==> src/rtl/q_transpose_pkg.sv <==
// q_transpose_pkg: element format constants and the column-major read order for a 3x3 matrix
package q_transpose_pkg;
  localparam int WORDLEN = 16;
  localparam int FRACTION_WIDTH = 12;
  localparam int MATRIX_ELEMENT_NUM = 9;
  localparam logic [8:0][3:0] T_LUT = '{4'd8, 4'd5, 4'd2, 4'd7, 4'd4, 4'd1, 4'd6, 4'd3, 4'd0};
endpackage

==> src/rtl/q_transpose_if.sv <==
// q_transpose_if: pair-write and transposed-read stream signals between the rotation stage and q_transpose
interface q_transpose_if;
  import q_transpose_pkg::*;
  logic [WORDLEN-1:0] rot_out1_opr1;
  logic [WORDLEN-1:0] rot_out1_opr2;
  logic valid_transpose;
  logic start_transpose;
  logic [WORDLEN-1:0] transpose_out;
  modport master (output rot_out1_opr1, rot_out1_opr2, valid_transpose, start_transpose, input transpose_out);
  modport slave (input rot_out1_opr1, rot_out1_opr2, valid_transpose, start_transpose, output transpose_out);
endinterface

==> src/rtl/q_transpose_mem.sv <==
// q_transpose_mem: 9-entry register file with a pair write port, write-pointer wrap and one async read port
module q_transpose_mem
  import q_transpose_pkg::*;
(
  input  logic clk,
  input  logic rst,
  input  logic we,
  input  logic [3:0] waddr,
  input  logic [WORDLEN-1:0] wd1,
  input  logic [WORDLEN-1:0] wd2,
  output logic [3:0] waddr_nxt,
  input  logic [3:0] raddr,
  output logic [WORDLEN-1:0] rdata
);
  logic [WORDLEN-1:0] mem [MATRIX_ELEMENT_NUM];
  logic [4:0] sum;
  // next pointer skips two slots, restarting at 0 once it runs past the last entry
  always_comb begin
    sum = {1'b0, waddr} + 5'd2;
    waddr_nxt = (sum >= 5'd9) ? 4'd0 : sum[3:0];
  end
  // pair write; the second element is dropped when the first lands in the last slot
  always_ff @(posedge clk) begin
    if (rst) begin
      for (int i = 0; i < MATRIX_ELEMENT_NUM; i++) mem[i] <= '0;
    end else if (we) begin
      mem[waddr] <= wd1;
      if (waddr < 4'd8) mem[waddr + 4'd1] <= wd2;
    end
  end
  assign rdata = mem[raddr];
endmodule

==> src/rtl/q_transpose.sv <==
// q_transpose: buffers Q row-major and streams Q^T column-major, one registered element per start cycle
module q_transpose
  import q_transpose_pkg::*;
(
  input logic CLK,
  input logic RST_n,
  q_transpose_if.slave bus
);
  logic [3:0] wptr;
  logic [3:0] wptr_nxt;
  logic [3:0] rcnt;
  logic [WORDLEN-1:0] rdata;
  q_transpose_mem u_mem (
    .clk(CLK),
    .rst(RST_n),
    .we(bus.valid_transpose),
    .waddr(wptr),
    .wd1(bus.rot_out1_opr1),
    .wd2(bus.rot_out1_opr2),
    .waddr_nxt(wptr_nxt),
    .raddr(T_LUT[rcnt]),
    .rdata(rdata)
  );
  // pointer/counter update and registered output; reads see pre-write contents
  always_ff @(posedge CLK) begin
    if (RST_n) begin
      wptr <= '0;
      rcnt <= '0;
      bus.transpose_out <= '0;
    end else begin
      if (bus.valid_transpose) wptr <= wptr_nxt;
      rcnt <= bus.start_transpose ? ((rcnt == 4'd8) ? 4'd0 : rcnt + 4'd1) : 4'd0;
      bus.transpose_out <= bus.start_transpose ? rdata : '0;
    end
  end
endmodule

==> src/flat_wrapper.sv <==
// flat-port wrapper written by rule: the top's interface ports become plain ports
module q_transpose_flat import q_transpose_pkg::*;
  (CLK, RST_n, bus_rot_out1_opr1, bus_rot_out1_opr2, bus_valid_transpose, bus_start_transpose, bus_transpose_out);
  q_transpose_if bus_i ();
  input logic CLK;
  input logic RST_n;
  input wire logic [$bits(bus_i.rot_out1_opr1)-1:0] bus_rot_out1_opr1;
  input wire logic [$bits(bus_i.rot_out1_opr2)-1:0] bus_rot_out1_opr2;
  input wire logic [$bits(bus_i.valid_transpose)-1:0] bus_valid_transpose;
  input wire logic [$bits(bus_i.start_transpose)-1:0] bus_start_transpose;
  output wire logic [$bits(bus_i.transpose_out)-1:0] bus_transpose_out;
  assign bus_i.rot_out1_opr1 = bus_rot_out1_opr1;
  assign bus_i.rot_out1_opr2 = bus_rot_out1_opr2;
  assign bus_i.valid_transpose = bus_valid_transpose;
  assign bus_i.start_transpose = bus_start_transpose;
  assign bus_transpose_out = bus_i.transpose_out;
  q_transpose u_core (.CLK(CLK), .RST_n(RST_n), .bus(bus_i));
endmodule
==> config.mk <==
export PLATFORM = sky130hd
export DESIGN_NAME = q_transpose_flat
export DESIGN_NICKNAME = d
export VERILOG_FILES = /design/src/rtl/q_transpose_pkg.sv /design/src/rtl/q_transpose_if.sv /design/src/rtl/q_transpose_mem.sv /design/src/rtl/q_transpose.sv /design/src/flat_wrapper.sv
export SDC_FILE = /design/constraint.sdc
export NUM_CORES = 1
export LEC_CHECK = 0
export ABC_AREA = 1
export CAP_MARGIN = 20
export CORE_MARGIN = 2
export CORE_UTILIZATION = 58
export CTS_CLUSTER_SIZE = 16
export DETAILED_ROUTE_END_ITERATION = 12
export PLACE_DENSITY = 0.83
export SLEW_MARGIN = 40
export SYNTH_ARGS = -nofsm -noshare
export SYNTH_HDL_FRONTEND = slang
export SYNTH_HIERARCHICAL = 1
export SYNTH_SLANG_ARGS = --single-unit
==> constraint.sdc <==
create_clock -name CLK -period 3 [get_ports CLK]
set_clock_uncertainty 0.1 [all_clocks]
set_input_delay 0.3 -clock CLK [delete_from_list [all_inputs] [get_ports CLK]]
set_output_delay 0.3 -clock CLK [all_outputs]
set_load 0.03 [all_outputs]
Word-level counts from Yosys, hierarchy flattened
Memories as Yosys holds them, arrays and structs flattened. A register that Yosys moved wholly into a read port is not among the register bits.
Cells that the tools add are included.
{"block": "word_totals", "regBits": 8, "latchBits": 0, "mem_bits_rw": 144, "rom_bits": 64, "input_bits": 36, "elab_cells": 34, "memories": 2}
{"block": "op_classes", "add_sub_neg": 3, "mul": 0, "div_mod_pow": 0, "n_lt_le_gt_ge": 3, "n_eq_ne": 1, "shift": 0, "muxes": 18, "n_bitwise": 1, "n_reduce_logical": 4}
{"memory": "u_core.u_mem.mem", "depth": 9, "width": 16, "read_ports": 1, "rd_ports_with_merged_regs": 1, "write_ports": 9, "line": "q_transpose_mem.sv:15", "rtl": "logic [WORDLEN-1:0] mem [MATRIX_ELEMENT_NUM];"}
{"memory": "(no name shown)", "depth": 16, "width": 4, "read_ports": 1, "rd_ports_with_merged_regs": 1, "write_ports": 0, "line": "q_transpose.sv:21", "rtl": ".raddr(T_LUT[rcnt]),"}
{"op": "$mux 16", "n": 2}
{"op": "$reduce_or 16->1", "n": 2}
{"op": "$mux 4", "n": 5}
{"op": "$mux 1", "n": 11}
{"op": "$add 4x1->4 const B", "n": 2}
{"op": "$add 4x2->5 const B", "n": 1}
{"op": "$ge 5x4->1 const B", "n": 1}
{"op": "$lt 4x5->1 const B", "n": 1}
{"op": "$eq 4x4->1 const B", "n": 1}
{"op": "$lt 4x4->1 const B", "n": 1}
{"op": "$reduce_or 3->1", "n": 1}
{"op": "$reduce_or 2->1", "n": 1}
{"op": "$not 1->1", "n": 1}

Logic depth before layout (Yosys ltp)
{"block": "depth", "word_depth": 7, "mapped_depth": 11, "ltp_nobuf": 10}

Hierarchy
Netlist, hierarchy kept.
{"mod": "q_transpose_mem", "instances": 1, "cells_each": 1670, "area_each_um2": 13741.9, "seq_area_each_um2": 7687.4}
{"mod": "q_transpose", "instances": 1, "cells_each": 114, "area_each_um2": 1006.0, "seq_area_each_um2": 560.5}

Worst setup path after synthesis
No wires, ideal clock.
{"block": "synth_timing", "path_type": "reg2reg", "startpoint": "register u_core.wptr[2]", "endpoint": "memory u_core.u_mem.mem[10][0] (enable)", "setup_time_ns": 0.464, "arrival_time_ns": 1.989, "setup_slack_ns": 0.446, "stages_incl_launch_ff": 10, "path_buffers": 1, "path_cell_list": "dfxtp_1 -> ha_1 -> nand3_1 -> nand2_2 -> inv_1 -> nand2_2 -> inv_2 -> nand2_2 -> buf_2 -> o21ai_0"}
{"element": "from (decl)", "line": "q_transpose.sv:9", "rtl": "logic [3:0] wptr;"}
{"element": "from (signal assigned)", "line": "q_transpose.sv:31", "rtl": "if (bus.valid_transpose) wptr <= wptr_nxt;"}
{"element": "to (decl)", "line": "q_transpose_mem.sv:15"}

==> flow_summary_export.csv <==
group,metric,value,unit
route,drc,0,
synth,synth_warnings,6,
setup_path,critPathArrivalTime,2650,ps
sta,slew_viol_final,0,
floorplan,die-width,163,um
synth,yosys.cell_count.top_type,"sky130_fd_sc_hd__nand2_1",
power_and_ir_drop,peakVddDrop,0.350,mV
floorplan,ioPinCount,52,
synth,ys_top_cells_by_count,"sky130_fd_sc_hd__nand2_1, sky130_fd_sc_hd__inv_1, sky130_fd_sc_hd__nand3_1",
final_layout,fillCellCount,1959,
setup_path,startpoint_of_the_worst_setup_timing_path,"u_core/wptr[1]",
global_route,grt_max_degree,129,
placement,io_buffer_count,51,
synth,synth_ff_type,"sky130_fd_sc_hd__edfxtp_1",
cts,hold_buffer_count_at_cts,0,
setup_path,worstSetupEndpointType,"flip-flop",
sta,setup_total_negative_slack,0,ps
placement,post-dp-hpwl,25700,um
sta,timing_hold_violations_final,0,
setup_path,required_time_of_the_critical_path,3120,ps
power_and_ir_drop,finalPower,9.02,mW
global_route,global_route.overflow_total,0,
synth,synth_enable_flop_cells,256,
synth,post_synth_mux_area_share,0,%
sta,slew_of_the_pin_with_the_lowest_slew_margin,852,ps
setup_path,critical_path.startpoint_type,"flip-flop",
cts,clock_sinks,284,
synth,synth_largest_area_cell,"sky130_fd_sc_hd__edfxtp_1",
global_route,grt_pass1_wl,61600,um
power_and_ir_drop,power-per-cell-area,550,mW/mm^2
cts,cts-htree-levels,1,
cts,post_cts_resized,0,
route,dr_total_vias,12300,
floorplan,row_count,58,
synth,unique_cell_type_count_in_the_yosys_netlist,28,
outcome,outcome,"completed",
cts,cts_post_setup_buffers_inserted,0,
setup_path,critical_path.reg2reg.startpoint,"u_core/wptr[1]",
synth,postSynthCellCount,1784,
route,vias_per_cell,5.83,
synth,synth.area.top_cells,"sky130_fd_sc_hd__edfxtp_1, sky130_fd_sc_hd__nand2_1, sky130_fd_sc_hd__nand3_1",
sta,period_needed,2530,ps
global_route,first_global_vias,11800,
sta,max-slew-margin-rel,43.2,%
setup_path,crit_fanout,18,
synth,synthDominantCellAreaShare,52.1,%
synth,syn_area,0.0147,mm^2
synth,synth_area_per_cell,8.27,um^2
global_route,track_usage,29.9,%
sta,setup_viol,0,
floorplan,start_util,58.7,%
cts,clock_latency,540,ps
sta,max_freq,395,MHz
hold_path,timing.hold.worst.class,"input pin to flip-flop",
cts,cts.path.max_buffers,3,
final_layout,antenna_cells_inserted,0,
synth,proportion_of_synthesized_flip_flops_having_asynchronous_set_or_reset,0,%
floorplan,die_area,0.0267,mm^2
route,detailedRoute.firstIterationViolations,1856,
final_layout,synthToLayoutAreaGrowth,11.1,%
cts,tritoncts,"built",
synth,synth-seq-cells,284,
placement,globalplace.congestion,0.907,
final_layout,postLayoutCoreUtil,65.3,%
route,firstDrtPassIters,5,
synth,largest_family_of_logic_cells_by_synthesized_area,"simple AND/OR/NAND/NOR gates",
synth,simple_gate_fraction_of_synth_area,27.6,%
sta,rsz0062_at_grt,"no",
final_layout,finalNetCount,1797,
cts,clk_transition_reported_paths,60,ps
synth,synth_xor_xnor_area_share,0.0594,%
route,wire_per_inst,19.0,um
setup_path,worst-setup-path-type,"flip-flop to flip-flop",
floorplan,core,0.0251,mm^2
route,drtAntennaViolNets,0,
flow_run,cap_violations,0,
sta,post_route_clock_period_utilization,84.3,%
cts,cts_root_buf,"sky130_fd_sc_hd__clkbuf_16",
final_layout,final_layout_size_suffix_gt1_share,8.50,%
global_route,initial_antenna_violation_count,0,
synth,synth_sequential_area_ratio,55.9,%
synth,synth_compound_area_share,4.13,%
synth,synth_adder_area_share,0.509,%
floorplan,fp.dieH,163,um
hold_path,worst_hold_startpoint,"bus_valid_transpose",
power_and_ir_drop,total_leakage_power,7.37,nW
cts,cts_made_buffers,29,
route,routed_wirelength,40000,um
synth,synthesis.nets,1826,
-- critical path, cell delays in order, from the launching register on --
cell and delay (ps):
sky130_fd_sc_hd__dfxtp_1 560, sky130_fd_sc_hd__ha_1 270, sky130_fd_sc_hd__nand2_1 70, sky130_fd_sc_hd__nand2_1 70, sky130_fd_sc_hd__nand2_2 130, sky130_fd_sc_hd__inv_1 110, sky130_fd_sc_hd__nand2_2 80, sky130_fd_sc_hd__inv_2 320
sky130_fd_sc_hd__nand2_1 90, sky130_fd_sc_hd__nand3b_1 100, sky130_fd_sc_hd__buf_4 310
-- power by group --
part           leakage, nW  switching (mW)  internal (mW)
Sequential            2.73          0.0398           4.43
Combinational         4.17           0.636          0.280
Clock                0.470            1.48           2.14
Total                 7.37            2.16           6.86
-- sequential cells by signal, indices dropped and copies added (netlist names), named ones only --
register	flops
u_core/u_mem/mem	256
u_core/wptr	4
u_core/rcnt	4
u_core/bus.transpose_out	16
-- final timing paths --
path | endpoint | slack, ps | cells after the start
max | u_core/u_mem/mem[8][5] | 470 | 10
min | u_core/wptr[1] | 370 | 3
max reg2reg | u_core/u_mem/mem[8][5] | 470 | 10
min reg2reg | u_core/rcnt[0] | 450 | 1
-- cells by family (layout without fill, tap and decap cells) --
group | Yosys count | in the layout
AO/OA/AOI/OAI | 102 | 102
XOR/XNOR | 1 | 1
adder cells (fa/ha/maj) | 6 | 6
buffers and inverters | 443 | 435
flip-flops | 284 | 284
AND/OR/NAND/NOR | 948 | 948
-- metrics by stage --
stage	setup slack [ps]	hold slack [ps]	std cells	instance area, um^2
2_1_floorplan	446	269	1784	14700
3_3_place_gp	314	416	2054	15400
3_5_place_dp	195	435	2054	15400
4_1_cts	519	358	2106	16400
5_1_grt	326	404	2106	16400
6_report	470	367	2106	16400
-- layer usage --
metal / up-vias / share of wire, % / track usage [%]
li1: 5612 / - / -
met1: 5614 / 36 / 39.0
met2: 903 / 47 / 49.1
met3: 156 / 12 / 4.22
met4: 0 / 4.9 / 15.4
met5: - / 0 / 0
-- final cells by class --
cell class              count  area [um^2]  share of cell area, %
flip-flops and latches    284         8250                   50.4
multi-input cells        1057         4760                   29.1
inverters                 276         1040                   6.34
repair buffers            107          968                   5.91
clock buffers              40          817                   4.99
well taps                 330          413                   2.52
clock inverters            12          135                  0.824
-- placed cells by master (no fill, tap or decap) --
master / netlist / routed
sky130_fd_sc_hd__nand2_2: 11 / 11
sky130_fd_sc_hd__nand2_4: 3 / 3
sky130_fd_sc_hd__clkdlybuf4s50_1: 0 / 51
sky130_fd_sc_hd__nand4_2: 2 / 2
sky130_fd_sc_hd__buf_12: 0 / 3
sky130_fd_sc_hd__inv_1: 261 / 260
sky130_fd_sc_hd__nor2_4: 9 / 9
sky130_fd_sc_hd__inv_2: 13 / 13
sky130_fd_sc_hd__clkbuf_16: 0 / 29
sky130_fd_sc_hd__nand3b_1: 2 / 2
sky130_fd_sc_hd__nand3_2: 2 / 2
sky130_fd_sc_hd__clkbuf_8: 0 / 5
sky130_fd_sc_hd__buf_4: 7 / 53
sky130_fd_sc_hd__xor2_1: 1 / 1
sky130_fd_sc_hd__nand4_1: 2 / 2
sky130_fd_sc_hd__nor2_2: 6 / 6
sky130_fd_sc_hd__clkinv_1: 1 / 3
sky130_fd_sc_hd__o22ai_1: 79 / 79
sky130_fd_sc_hd__ha_1: 6 / 6
sky130_fd_sc_hd__clkinvlp_4: 0 / 1
sky130_fd_sc_hd__dfxtp_1: 28 / 26
sky130_fd_sc_hd__o21ai_0: 19 / 16
sky130_fd_sc_hd__nand3_4: 1 / 1
sky130_fd_sc_hd__dfxtp_4: 0 / 1
sky130_fd_sc_hd__inv_4: 1 / 1
sky130_fd_sc_hd__bufinv_16: 0 / 3
sky130_fd_sc_hd__a21oi_1: 4 / 4
sky130_fd_sc_hd__clkbuf_1: 123 / 6
sky130_fd_sc_hd__o21ai_1: 0 / 3
sky130_fd_sc_hd__edfxtp_1: 256 / 256
sky130_fd_sc_hd__nand3_1: 258 / 258
sky130_fd_sc_hd__nand2_1: 624 / 624
sky130_fd_sc_hd__nor2_1: 28 / 28
sky130_fd_sc_hd__clkinv_2: 0 / 7
sky130_fd_sc_hd__dfxtp_2: 0 / 1
Note: power is estimated with default switching activity, not from simulation.
